<file path="src/rtl/vx_barrier_ctrl_pkg.sv">
// Shared GPU types for the warp barrier controller: sizing, request/release
// structs and a warp-id to one-hot helper.
package vx_barrier_ctrl_pkg;

  localparam int NUM_WARPS    = 4;
  localparam int NUM_BARRIERS = 4;
  localparam int NW_BITS      = (NUM_WARPS > 1) ? $clog2(NUM_WARPS) : 1;
  localparam int NB_BITS      = (NUM_BARRIERS > 1) ? $clog2(NUM_BARRIERS) : 1;

  typedef struct packed {
    logic               valid;
    logic [NB_BITS-1:0] id;
    logic [NW_BITS-1:0] size_m1;
  } gpu_barrier_t;

  localparam int GPU_BARRIER_BITS = $bits(gpu_barrier_t);

  typedef struct packed {
    logic                 valid;
    logic [NUM_WARPS-1:0] wmask;
  } gpu_barrier_rel_t;

  localparam int GPU_BARRIER_REL_BITS = $bits(gpu_barrier_rel_t);

  function automatic logic [NUM_WARPS-1:0] wid_to_mask(input logic [NW_BITS-1:0] wid);
    return NUM_WARPS'(1) << wid;
  endfunction

endpackage

</file>
<file path="src/rtl/vx_barrier_ctrl_entry.sv">
// One barrier ID: membership mask, member count (members-1) and busy flag.
// 'last' is combinational so the top can build the release in the same cycle.
module vx_barrier_ctrl_entry
  import vx_barrier_ctrl_pkg::*;
(
  input  logic                 clk,
  input  logic                 reset,
  input  logic                 arrive,
  input  logic [NW_BITS-1:0]   wid,
  input  logic [NW_BITS-1:0]   size_m1,
  output logic                 last,
  output logic [NUM_WARPS-1:0] mask,
  output logic                 busy
);

  logic [NUM_WARPS-1:0] mask_q, mask_d;
  logic [NW_BITS-1:0]   cnt_q, cnt_d;
  logic                 busy_q, busy_d;
  logic [NW_BITS:0]     cnt_inc;

  // Extra bit keeps cnt+1 from wrapping back onto a small size_m1.
  assign cnt_inc = {1'b0, cnt_q} + {{NW_BITS{1'b0}}, 1'b1};
  assign last    = busy_q ? (cnt_inc == {1'b0, size_m1}) : (size_m1 == '0);
  assign mask    = mask_q;
  assign busy    = busy_q;

  // Next membership: the completing arrival empties the entry, others join it.
  always_comb begin
    mask_d = mask_q;
    cnt_d  = cnt_q;
    busy_d = busy_q;
    if (arrive) begin
      if (last) begin
        mask_d = '0;
        cnt_d  = '0;
        busy_d = 1'b0;
      end else begin
        mask_d = mask_q | wid_to_mask(wid);
        cnt_d  = busy_q ? cnt_inc[NW_BITS-1:0] : '0;
        busy_d = 1'b1;
      end
    end
  end

  // Entry state registers.
  always_ff @(posedge clk or posedge reset) begin
    if (reset) begin
      mask_q <= '0;
      cnt_q  <= '0;
      busy_q <= 1'b0;
    end else begin
      mask_q <= mask_d;
      cnt_q  <= cnt_d;
      busy_q <= busy_d;
    end
  end

endmodule

</file>
<file path="src/rtl/vx_barrier_ctrl.sv">
// Warp barrier scheduler: parks arriving warps per barrier ID and hands the
// complete group to the scheduler through a 1-deep release register.
module vx_barrier_ctrl
  import vx_barrier_ctrl_pkg::*;
(
  input  logic                        clk,
  input  logic                        reset,
  input  logic                        req_valid,
  output logic                        req_ready,
  input  logic [NW_BITS-1:0]          req_wid,
  input  logic [GPU_BARRIER_BITS-1:0] req_barrier,
  output logic                        rel_valid,
  input  logic                        rel_ready,
  output logic [NUM_WARPS-1:0]        rel_wmask,
  output logic [NUM_WARPS-1:0]        stalled_wmask,
  output logic [NUM_BARRIERS-1:0]     busy,
  output logic                        err_dup
);

  gpu_barrier_t         bar;
  logic                 bar_valid_unused;
  logic                 fire, dup, accept, last_sel;
  logic [NUM_WARPS-1:0] mask_sel, stalled;
  logic                 entry_last [NUM_BARRIERS];
  logic [NUM_WARPS-1:0] entry_mask [NUM_BARRIERS];
  logic [NUM_BARRIERS-1:0] entry_busy;
  gpu_barrier_rel_t     rel_q, rel_d;
  logic                 err_dup_q;

  assign bar              = gpu_barrier_t'(req_barrier);
  assign bar_valid_unused = bar.valid;

  // The release slot must be able to drain before another request is taken.
  assign req_ready = !rel_q.valid || rel_ready;
  assign fire      = req_valid && req_ready;
  // A warp parked anywhere is a duplicate regardless of the requested ID.
  assign dup       = |(stalled & wid_to_mask(req_wid));
  assign accept    = fire && !dup;
  assign last_sel  = entry_last[bar.id];
  assign mask_sel  = entry_mask[bar.id];

  for (genvar i = 0; i < NUM_BARRIERS; i++) begin : g_entry
    vx_barrier_ctrl_entry u_entry (
      .clk     (clk),
      .reset   (reset),
      .arrive  (accept && (bar.id == NB_BITS'(i))),
      .wid     (req_wid),
      .size_m1 (bar.size_m1),
      .last    (entry_last[i]),
      .mask    (entry_mask[i]),
      .busy    (entry_busy[i])
    );
  end

  // Parked warps are the union of all entry masks (entry registers only).
  always_comb begin
    stalled = '0;
    for (int i = 0; i < NUM_BARRIERS; i++) stalled = stalled | entry_mask[i];
  end

  // Release slot: a new group overwrites a slot that is draining this cycle.
  always_comb begin
    rel_d = rel_q;
    if (accept && last_sel) begin
      rel_d.valid = 1'b1;
      rel_d.wmask = mask_sel | wid_to_mask(req_wid);
    end else if (rel_ready) begin
      rel_d = '0;
    end
  end

  // Release register and duplicate pulse.
  always_ff @(posedge clk or posedge reset) begin
    if (reset) begin
      rel_q     <= '0;
      err_dup_q <= 1'b0;
    end else begin
      rel_q     <= rel_d;
      err_dup_q <= fire && dup;
    end
  end

  assign rel_valid     = rel_q.valid;
  assign rel_wmask     = rel_q.wmask;
  assign stalled_wmask = stalled;
  assign busy          = entry_busy;
  assign err_dup       = err_dup_q;

endmodule

</file>
<file path="config.mk">
export PLATFORM = sky130hd
export DESIGN_NAME = vx_barrier_ctrl
export DESIGN_NICKNAME = d
export VERILOG_FILES = /design/src/rtl/vx_barrier_ctrl_pkg.sv /design/src/rtl/vx_barrier_ctrl_entry.sv /design/src/rtl/vx_barrier_ctrl.sv
export SDC_FILE = /design/constraint.sdc
export NUM_CORES = 1
export LEC_CHECK = 0
export ABC_AREA = 0
export CAP_MARGIN = 20
export CELL_PAD_IN_SITES_DETAIL_PLACEMENT = 1
export CELL_PAD_IN_SITES_GLOBAL_PLACEMENT = 1
export CORE_AREA = 4 4 78 80
export DETAILED_ROUTE_END_ITERATION = 16
export DIE_AREA = 0 0 82 84
export PLACE_DENSITY = 0.94
export SLEW_MARGIN = 20
export SYNTH_ARGS = -nofsm -noshare
export SYNTH_HDL_FRONTEND = slang
export SYNTH_HIERARCHICAL = 1
export SYNTH_SLANG_ARGS = --single-unit
</file>
<file path="constraint.sdc">
create_clock -name clk -period 6.2 [get_ports clk]
set_clock_uncertainty 0.2 [all_clocks]
set_input_delay 0.62 -clock clk [delete_from_list [all_inputs] [get_ports clk]]
set_output_delay 0.62 -clock clk [all_outputs]
set_load 0.005 [all_outputs]
</file>
Word level (Yosys, flattened, before mapping)
Cells that the tools add are included.
Storage, ports and cells
  logic and storage cells: 81
  register bits: 34
  bits of input ports: 11
  output and inout port bits: 15
Operators by class
  add/sub/neg operators: 4
  bitwise logic cells: 10
  equal/unequal tests: 7
  muxes and demuxes: 28
  $lt $le $gt $ge: 1
  reduce and logical (&&, ||, !) cells: 15
  shifts and indexed selects: 1
Operators by type and width (count)
  $or A4 B4 Y4: 8
  $mux W4: 6
  $mux W2: 8
  $add A2 B1 Y3 const B: 4
  $eq A3 B2 Y1: 4
  $mux W1: 10
  $mux W5: 2
  $bmux W4 S2: 1
  $logic_and A1 B1 Y1: 8
  $and A4 B4 Y4: 1
  $eq A2 B2 Y1 const B: 2
  $logic_not A2 Y1: 2
  $reduce_or A4 Y1: 1
  $shl A1 B2 Y4 const A: 1
  $ge A3 B3 Y1 const B: 1
  $not A2 Y3: 1
  $bmux W1 S2: 1
  $eq A2 B1 Y1 const B: 1
  $logic_not A1 Y1: 2
  $reduce_bool A2 Y1: 1
  $logic_or A1 B1 Y1: 1

Longest topological paths before layout
Gate-level depths: netlist of the first run.
  depth after elaboration: 9
  mapped depth: 8
  depth with buffers taken out: 7

Cells and area by module
Netlist of the first run, hierarchy kept.
Modules (own cells, without submodules)
  vx_barrier_ctrl_entry: area each 511.7 um^2, cells each 55, instances 4, sequential area each 175.2 um^2
  vx_barrier_ctrl: area each 494.2 um^2, cells each 49, instances 1, sequential area each 150.1 um^2

Least setup slack after synthesis of the first run
Ideal clock, no wire load.
  kind: flip-flop to flip-flop
  start: register g_entry[1].u_entry.mask_q[3]
  end: register g_entry[2].u_entry.mask_q[0]
  slack: 3.441 ns
  arrival: 2.483 ns
  required time: 5.924 ns
  cell stages (with the launch flop): 9
  clock period less this slack: 2.759 ns
  setup time: 0.076 ns
  buffers on the path: 1
  cells stage by stage: dfrtp_1 > or4_4 > a222oi_1 > nand2_1 > nor3b_1 > buf_4 > nor3b_1 > o22ai_1 > o21ai_1
Between the ends
  word-level cells in the longest chain between the ends: 8
Ends and longest elaborated chain
  from (decl): line vx_barrier_ctrl_entry.sv:16  | logic [NUM_WARPS-1:0] mask_q, mask_d;
  from (signal assigned): line vx_barrier_ctrl_entry.sv:52  | mask_q <= mask_d;
  $or A4 B4 Y4 (3 in series): line vx_barrier_ctrl.sv:58  | for (int i = 0; i < NUM_BARRIERS; i++) stalled = stalled | entry_mask[i];
  via stalled_wmask[3]: line vx_barrier_ctrl.sv:15  | output logic [NUM_WARPS-1:0] stalled_wmask,
  $and A4 B4 Y4: line vx_barrier_ctrl.sv:37  | assign dup = |(stalled & wid_to_mask(req_wid));
  $reduce_or A4 Y1: line vx_barrier_ctrl.sv:37
  $logic_not A1 Y1: line vx_barrier_ctrl.sv:38  | assign accept = fire && !dup;
  $logic_and A1 B1 Y1: line vx_barrier_ctrl.sv:38
  $logic_and A1 B1 Y1: line vx_barrier_ctrl.sv:46  | .arrive (accept && (bar.id == NB_BITS'(i))),
  to (signal assigned): line vx_barrier_ctrl_entry.sv:52
  to (decl): line vx_barrier_ctrl_entry.sv:16
The timed path passes the listed nets, and every way through them passes these cells.
A chain may end at the register's enable or synchronous reset.

Final worst setup path of the first run
  start: input port req_wid[1]
  end: register g_entry[0].u_entry.mask_q[3]
Between the ends
  word-level cells in the longest chain between the ends: 6
  elaborated cells on any way between the ends: 8
  those cells by class: 1 x shift; 1 x mux; 2 x bitwise; 4 x reduce/logical
Ends and longest elaborated chain
  from (decl): line vx_barrier_ctrl.sv:10  | input logic [NW_BITS-1:0] req_wid,
  $shl A1 B2 Y4 *: line vx_barrier_ctrl_pkg.sv:26  | return NUM_WARPS'(1) << wid;
  $and A4 B4 Y4: line vx_barrier_ctrl.sv:37
  $reduce_or A4 Y1: line vx_barrier_ctrl.sv:37
  $logic_not A1 Y1: line vx_barrier_ctrl.sv:38
  $logic_and A1 B1 Y1: line vx_barrier_ctrl.sv:38
  $logic_and A1 B1 Y1: line vx_barrier_ctrl.sv:46
  to (signal assigned): line vx_barrier_ctrl_entry.sv:52
  to (decl): line vx_barrier_ctrl_entry.sv:16
Every way passes the cells marked *; elsewhere a longest branch is shown, timed or not.

==> results of run 1 <==
path summary, 6_finish.rpt:
| check | startpoint | end | slack, ns | depth (start not counted) |
|---|---|---|---|---|
| worst max register to register | g_entry[2].u_entry/mask[2] | g_entry[0].u_entry/mask[3] | 2.59 | 7 |
| max in group asynchronous | reset | g_entry[3].u_entry/cnt_q[1] | 4.98 | 2 |
| worst min-delay path | g_entry[1].u_entry/cnt_q[1] | g_entry[1].u_entry/cnt_q[1] | 0.32 | 2 |
| min in group asynchronous | reset | rel_wmask[1] | 0.55 | 2 |
| worst min register to register | g_entry[1].u_entry/cnt_q[1] | g_entry[1].u_entry/cnt_q[1] | 0.32 | 2 |
| worst max-delay path | req_wid[1] | g_entry[0].u_entry/mask[3] | 2.09 | 8 |
final cells by class:
| cell class | instances | share of cell area (%) |
|---|---|---|
| Multi-Input combinational cell | 214 | 54.4 |
| Clock inverter | 2 | 0.428 |
| Timing Repair Buffer | 26 | 8.73 |
| Inverter | 11 | 1.41 |
| Sequential cell | 34 | 29.1 |
| Tap cell | 72 | 3.08 |
| Clock buffer | 6 | 2.82 |
sequential cells by signal (all words and copies together) (netlist names):
name and flops:
g_entry.u_entry/mask 16, g_entry.u_entry/busy 4, rel_valid 1, rel_wmask 4, g_entry.u_entry/cnt_q 8, err_dup 1
power groups by stage:
stage	logic (mW)	registers, mW	clock network [mW]
finish	0.554	0.347	0.172
global placement	0.507	0.341	0
detailed placement	0.543	0.347	0
CTS	0.547	0.343	0.177
global route	0.602	0.356	0.189
floorplan	0.424	0.308	0
kinds of logic after synthesis:
family / after synthesis / share of synthesized area (%)
muxes: 9 / 6.15
buffers and inverters: 21 / 4.28
AOI/OAI and AO/OA: 103 / 28.7
xor gates and xnor gates: 4 / 2.56
adders and majority gates: 4 / 1.97
and+or+nand+nor: 94 / 22.8
DFF: 34 / 33.5
stage by stage:
| step | utilization, % | total power [mW] | area (um2) | setup slack (ns) |
|---|---|---|---|---|
| floorplan | - | 0.732 | 2540 | 3.44 |
| global placement | 52.2 | 0.847 | 2820 | 1.78 |
| detailed placement | 52.2 | 0.890 | 2820 | 1.52 |
| CTS | 53.9 | 1.07 | 2910 | 1.80 |
| global route | 54.1 | 1.15 | 2920 | 1.94 |
| finish | 54.1 | 1.07 | 2920 | 2.09 |
cells in the final DEF, fill, tap and decap left out, types with 5 or more instances in the layout:
master | synthesis | layout
clkbuf_8 | 0 | 6
nor2b_1 | 10 | 10
clkdlybuf4s50_1 | 0 | 24
o21ai_0 | 24 | 24
nand3_1 | 8 | 8
nor2_1 | 9 | 9
and3b_1 | 8 | 8
nand2_1 | 13 | 13
dfrtp_1 | 34 | 34
a21oi_1 | 9 | 9
nor3b_1 | 6 | 5
o22ai_1 | 24 | 24
nor3_1 | 9 | 8
inv_1 | 11 | 11
worst reg2reg max path, cell delays in order (launching register included):
cell and delay (ns):
dfrtp_1 0.42, or4_1 0.60, a222oi_1 0.63, nand2_1 0.27, nor3_2 0.64, inv_1 0.28
o21ai_0 0.27, o21ai_0 0.15
layer usage:
| metal | part of all wire (%) | track usage, % | wire (um) | vias up |
|---|---|---|---|---|
| li1 | - | - | - | 1072 |
| met1 | 42 | 28.3 | 3250 | 1201 |
| met2 | 52 | 41.1 | 4060 | 72 |
| met3 | 3.8 | 3.35 | 300 | 17 |
| met4 | 2.3 | 9.06 | 183 | 0 |
| met5 | 0 | 0 | 0 | - |
==> results.sh, run 1 <==
export IMPL_syn_area_um2=2540
export IMPL_min_period_ns=4.11
export IMPL_synth_edf_count=0
export IMPL_path_cells="clkdlybuf4s50_1, and2_1, a222oi_1, nand2_1, nor3_2, inv_1, o21ai_0, o21ai_0"
export IMPL_synthArstFlopShare_pct=100
export IMPL_ys_seq_area_share_pct=33.5
export IMPL_synth_nets=284
export IMPL_htree_levels=2
export IMPL_ys_seq_elements=34
export IMPL_p_seq_share_pct=32.3
export IMPL_cts_tree="done"
export IMPL_place_gp_congestion=0.833
export IMPL_routed_wl_um=7800
export IMPL_synth_ff_type="dfrtp_1"
export IMPL_diodes=0
export IMPL_postCtsSetupBuffers=0
export IMPL_power_share_clock_pct=16.1
export IMPL_slew_headroom_pct=36.3
export IMPL_outcome="finished clean"
export IMPL_p_leak_nw=1.12
export IMPL_grt_overflow_total=0
export IMPL_power_combinational_fraction_pct=51.6
export IMPL_cts_resized=0
export IMPL_antenna_left=0
export IMPL_synthTopCellsByCount="dfrtp_1 (34), o21ai_0 (24), o22ai_1 (24)"
export IMPL_grt_antenna_before_repair=0
export IMPL_ys_types=43
export IMPL_clock_sinks=34
export IMPL_port_buffers=24
export IMPL_syn_to_final_growth_pct=15.1
export IMPL_cap_violations=0
export IMPL_timing_hold_ws_ns=0.320
export IMPL_swShare_pct=43.4
export IMPL_worstPathRequired_ns=6.15
export IMPL_clock_fmax_ghz=0.244
export IMPL_p_int_uw=607
export IMPL_finalCritPeriodShare_pct=66.2
export IMPL_crit_buf_inv=2
export IMPL_slowest_delay_ns=0.78
export IMPL_clock_latency_ns=0.29
export IMPL_cp_end_kind="register"
export IMPL_track_usage_pct=23.5
export IMPL_clockBufferDepth=2
export IMPL_drv_slew=0
export IMPL_p_switching_uw=465
export IMPL_final_hold_viol_count=0
export IMPL_synth_top_area_share_pct=33.5
export IMPL_first_pass_iters=4
export IMPL_wl_per_cell_um=21.4
export IMPL_tightest_slew_ns=0.952
export IMPL_hold_buffers=0
export IMPL_clk_pin_slew_ns=0.07
export IMPL_io_pins=26
export IMPL_die_h_um=84
export IMPL_cpMostUsedCell="o21ai_0"
export IMPL_grt_pass1_wl_um=12600
export IMPL_cts_root_buf="clkbuf_8"
export IMPL_yosysMostFrequentCell="dfrtp_1"
export IMPL_nFillCells=621
export IMPL_arrival_ns=4.06
export IMPL_placedCellCount=357
export IMPL_coreArea_um2=5410
export IMPL_cp_slowest_cell="clkdlybuf4s50_1"
export IMPL_layout_cells_non_filler=365
export IMPL_multi_input_area_um2=1590
export IMPL_setup_viol=0
export IMPL_synth_area_top_cells="dfrtp_1 (33%), o22ai_1 (5.9%), o21ai_0 (4.7%), mux4_2 (3.5%), and3b_1 (2.8%)"
export IMPL_rows=27
export IMPL_drive_gt1_share_pct=20.1
export IMPL_cp_max_fo=20
export IMPL_fin_nets=307
export IMPL_synthCells=269
export IMPL_fp_dieArea_um2=6890
export IMPL_startpoint_type="input pin"
export IMPL_first_global_vias=2493
export IMPL_drt_initial_drc_count=159
export IMPL_vias_per_cell=6.47
export IMPL_crit_family="simple AND/OR/NAND/NOR gates"
export IMPL_max_vdd_ir_drop_mv=0.176
export IMPL_grt_max_degree=29
export IMPL_hp_class="reg2reg"
export IMPL_cts_buffers=5
export IMPL_vias=2362
export IMPL_seq_area_um2=851
export IMPL_hpwlAfterDp_um=5590
export IMPL_initial_core_util_pct=47.0
export IMPL_die_w_um=82
export IMPL_tns_ns=0
export IMPL_remaining_drc_errors=0
export IMPL_cellPowerDensity_nw_per_um2=367
export IMPL_synth_area_per_cell_um2=9.45
export IMPL_yosysTopAreaCell="dfrtp_1"
export IMPL_ys_warnings_count=6
export IMPL_rsz0062_at_grt="no"
export IMPL_crit_type="in2reg"
No activity file was read; power rests on OpenSTA's default activity.
==> inputs of run 2 (changes only) <==
--- a/config.mk
+++ b/config.mk
@@ -9,10 +9,10 @@
 export CAP_MARGIN = 20
 export CELL_PAD_IN_SITES_DETAIL_PLACEMENT = 1
 export CELL_PAD_IN_SITES_GLOBAL_PLACEMENT = 1
-export CORE_AREA = 4 4 78 80
+export CORE_AREA = 4 4 81 83
 export DETAILED_ROUTE_END_ITERATION = 16
-export DIE_AREA = 0 0 82 84
-export PLACE_DENSITY = 0.94
+export DIE_AREA = 0 0 85 87
+export PLACE_DENSITY = 0.89
 export SLEW_MARGIN = 20
 export SYNTH_ARGS = -nofsm -noshare
 export SYNTH_HDL_FRONTEND = slang
==> constraint.sdc (replaced) <==
create_clock -name clk -period 3.8 [get_ports clk]
set_clock_uncertainty 0.2 [all_clocks]
set_input_delay 0.38 -clock clk [delete_from_list [all_inputs] [get_ports clk]]
set_output_delay 0.38 -clock clk [all_outputs]
set_load 0.005 [all_outputs]
==> results.sh, run 2 (synthesized netlist as in run 1, its figures left out) <==
export IMPL_outcome="finished clean"
export IMPL_worstPathRequired_ns=3.82
export IMPL_remaining_drc_errors=0
export IMPL_place_gp_congestion=0.835
export IMPL_rows=28
export IMPL_path_depth=8
export IMPL_cellPowerDensity_nw_per_um2=582
export IMPL_vias_per_cell=6.14
export IMPL_wl_per_cell_um=18.9
export IMPL_reg2reg_to="g_entry[2].u_entry/mask[0]"
export IMPL_max_vdd_ir_drop_mv=0.264
export IMPL_tns_ns=0
export IMPL_hold_path_startpoint="g_entry[0].u_entry/cnt_q[1]"
export IMPL_grt_antenna_before_repair=0
export IMPL_p_leak_nw=1.15
export IMPL_cpMostUsedCell="nor3b_1"
export IMPL_postCtsSetupBuffers=0
export IMPL_layout_commonest_cell="dfrtp_1"
export IMPL_arrival_ns=3.23
export IMPL_die_h_um=87
export IMPL_layout_common_cells="dfrtp_1 (34), o21ai_0 (24), o22ai_1 (24), clkdlybuf4s50_1 (24), nand2_1 (13)"
export IMPL_slew_headroom_pct=53.3
export IMPL_worstReg2RegStart="g_entry[2].u_entry/mask[2]"
export IMPL_initial_core_util_pct=43.4
export IMPL_crit_type="reg2reg"
export IMPL_track_usage_pct=20.4
export IMPL_p_seq_share_pct=32.5
export IMPL_clock_sinks=34
export IMPL_port_buffers=24
export IMPL_first_global_vias=2398
export IMPL_rsz0062_at_grt="no"
export IMPL_grt_pass1_wl_um=12200
export IMPL_r2r_cells=8
export IMPL_hpwlAfterDp_um=5270
export IMPL_routed_wl_um=7060
export IMPL_htree_levels=2
export IMPL_drive_gt1_share_pct=20.7
export IMPL_hold_depth=2
export IMPL_first_pass_iters=4
export IMPL_pre_cts_ws_ns=0.534
export IMPL_reg2reg_setup_slack_ns=0.59
export IMPL_clk_pin_slew_ns=0.07
export IMPL_die_w_um=85
export IMPL_cts_buffers=5
export IMPL_cts_root_buf="clkbuf_8"
export IMPL_power_share_clock_pct=16.4
export IMPL_cp_max_fo=12
export IMPL_diodes=0
export IMPL_path_cells="or4_1, a222oi_1, nand2_1, nor3b_1, buf_4, nor3b_1, o22ai_1, o21ai_1"
export IMPL_power_combinational_fraction_pct=51.1
export IMPL_clock_latency_ns=0.29
export IMPL_slowest_delay_ns=0.64
export IMPL_hold_buffers=0
export IMPL_antenna_left=0
export IMPL_min_period_ns=3.21
export IMPL_coreArea_um2=5850
export IMPL_cts_resized=0
export IMPL_fp_dieArea_um2=7400
export IMPL_largest_reg_flops=16
export IMPL_clock_fmax_ghz=0.311
export IMPL_syn_to_final_growth_pct=16.4
export IMPL_p_switching_uw=727
export IMPL_timing_hold_ws_ns=0.314
export IMPL_finalCritPeriodShare_pct=84.5
export IMPL_vias=2296
export IMPL_cts_tree="done"
export IMPL_setup_viol=0
export IMPL_io_pins=26
export IMPL_final_hold_viol_count=0
export IMPL_fin_nets=313
export IMPL_grt_max_degree=29
export IMPL_crit_buf_inv=1
export IMPL_drt_initial_drc_count=172
export IMPL_worstHoldEndpoint="g_entry[0].u_entry/cnt_q[1]"
export IMPL_p_int_uw=994
export IMPL_cp_end_kind="register"
export IMPL_layout_setup_ws_ns=0.589
export IMPL_tightest_slew_ns=0.700
export IMPL_grt_overflow_total=0
export IMPL_drv_slew=0
export IMPL_cap_violations=0
export IMPL_hp_class="reg2reg"
export IMPL_startpoint_type="register"
export IMPL_cp_slowest_cell="a222oi_1"
export IMPL_clockBufferDepth=2
export IMPL_crit_family="simple AND/OR/NAND/NOR gates"
export IMPL_swShare_pct=42.2
==> run 2: cell count changes in the layout (fill, tap and decap cells not counted) <==
cell        before  now
nor3_1           8    9
clkbuf_1         0    1
buf_4            2    8
clkinvlp_4       1    0
nor3b_1          5    6
nor3_2           1    0
nor3b_2          1    0
==> run 2: tightest hold or removal path, stage by stage (launching register included) <==
cell	delay, ns
dfrtp_1	0.35
a21oi_1	0.08
o31ai_2	0.05
==> run 2: final cells by class <==
class,count,area [um2]
tap,75,93.8
fill,680,2890
clock inverter,1,5.00
clock buffer,7,86.3
multi-input combinational,214,1580
inverter,11,41.3
sequential,34,851
timing repair buffer,32,300
==> run 2: how the worst max path moves through the flow <==
| stage | from | end |
|---|---|---|
| floorplan | g_entry[1].u_entry/mask[3] | g_entry[2].u_entry/mask[0] |
| global placement | req_wid[1] | g_entry[0].u_entry/mask[0] |
| detailed placement | req_wid[1] | g_entry[2].u_entry/mask[0] |
| CTS | g_entry[2].u_entry/mask[2] | g_entry[2].u_entry/mask[0] |
| global route | g_entry[2].u_entry/mask[2] | g_entry[0].u_entry/mask[0] |
| finish | g_entry[2].u_entry/mask[2] | g_entry[2].u_entry/mask[0] |
==> run 2: power groups by stage <==
stage,Sequential [mW],Combinational [mW],Clock [mW]
5_1_grt,0.579,0.969,0.307
4_1_cts,0.559,0.879,0.289
3_5_place_dp,0.565,0.873,0
3_3_place_gp,0.556,0.832,0
6_report,0.559,0.880,0.283
2_1_floorplan,0.503,0.692,0
==> run 2: stage by stage <==
stage | instance area, um2 | utilization (%) | power, mW | cells
global placement | 2870 | 49.0 | 1.39 | 366
floorplan | 2540 | - | 1.19 | 269
CTS | 2960 | 50.6 | 1.73 | 374
finish | 2960 | 50.6 | 1.72 | 374
detailed placement | 2870 | 49.0 | 1.44 | 366
global route | 2960 | 50.6 | 1.85 | 374
==> run 2: layer usage <==
metal / track usage (%) / share of wire, % / vias up
li1: - / - / 1085
met1: 26.7 / 45 / 1139
met2: 34.5 / 48 / 58
met3: 2.84 / 4.7 / 14
met4: 7.19 / 2.1 / 0
met5: 0 / 0 / -
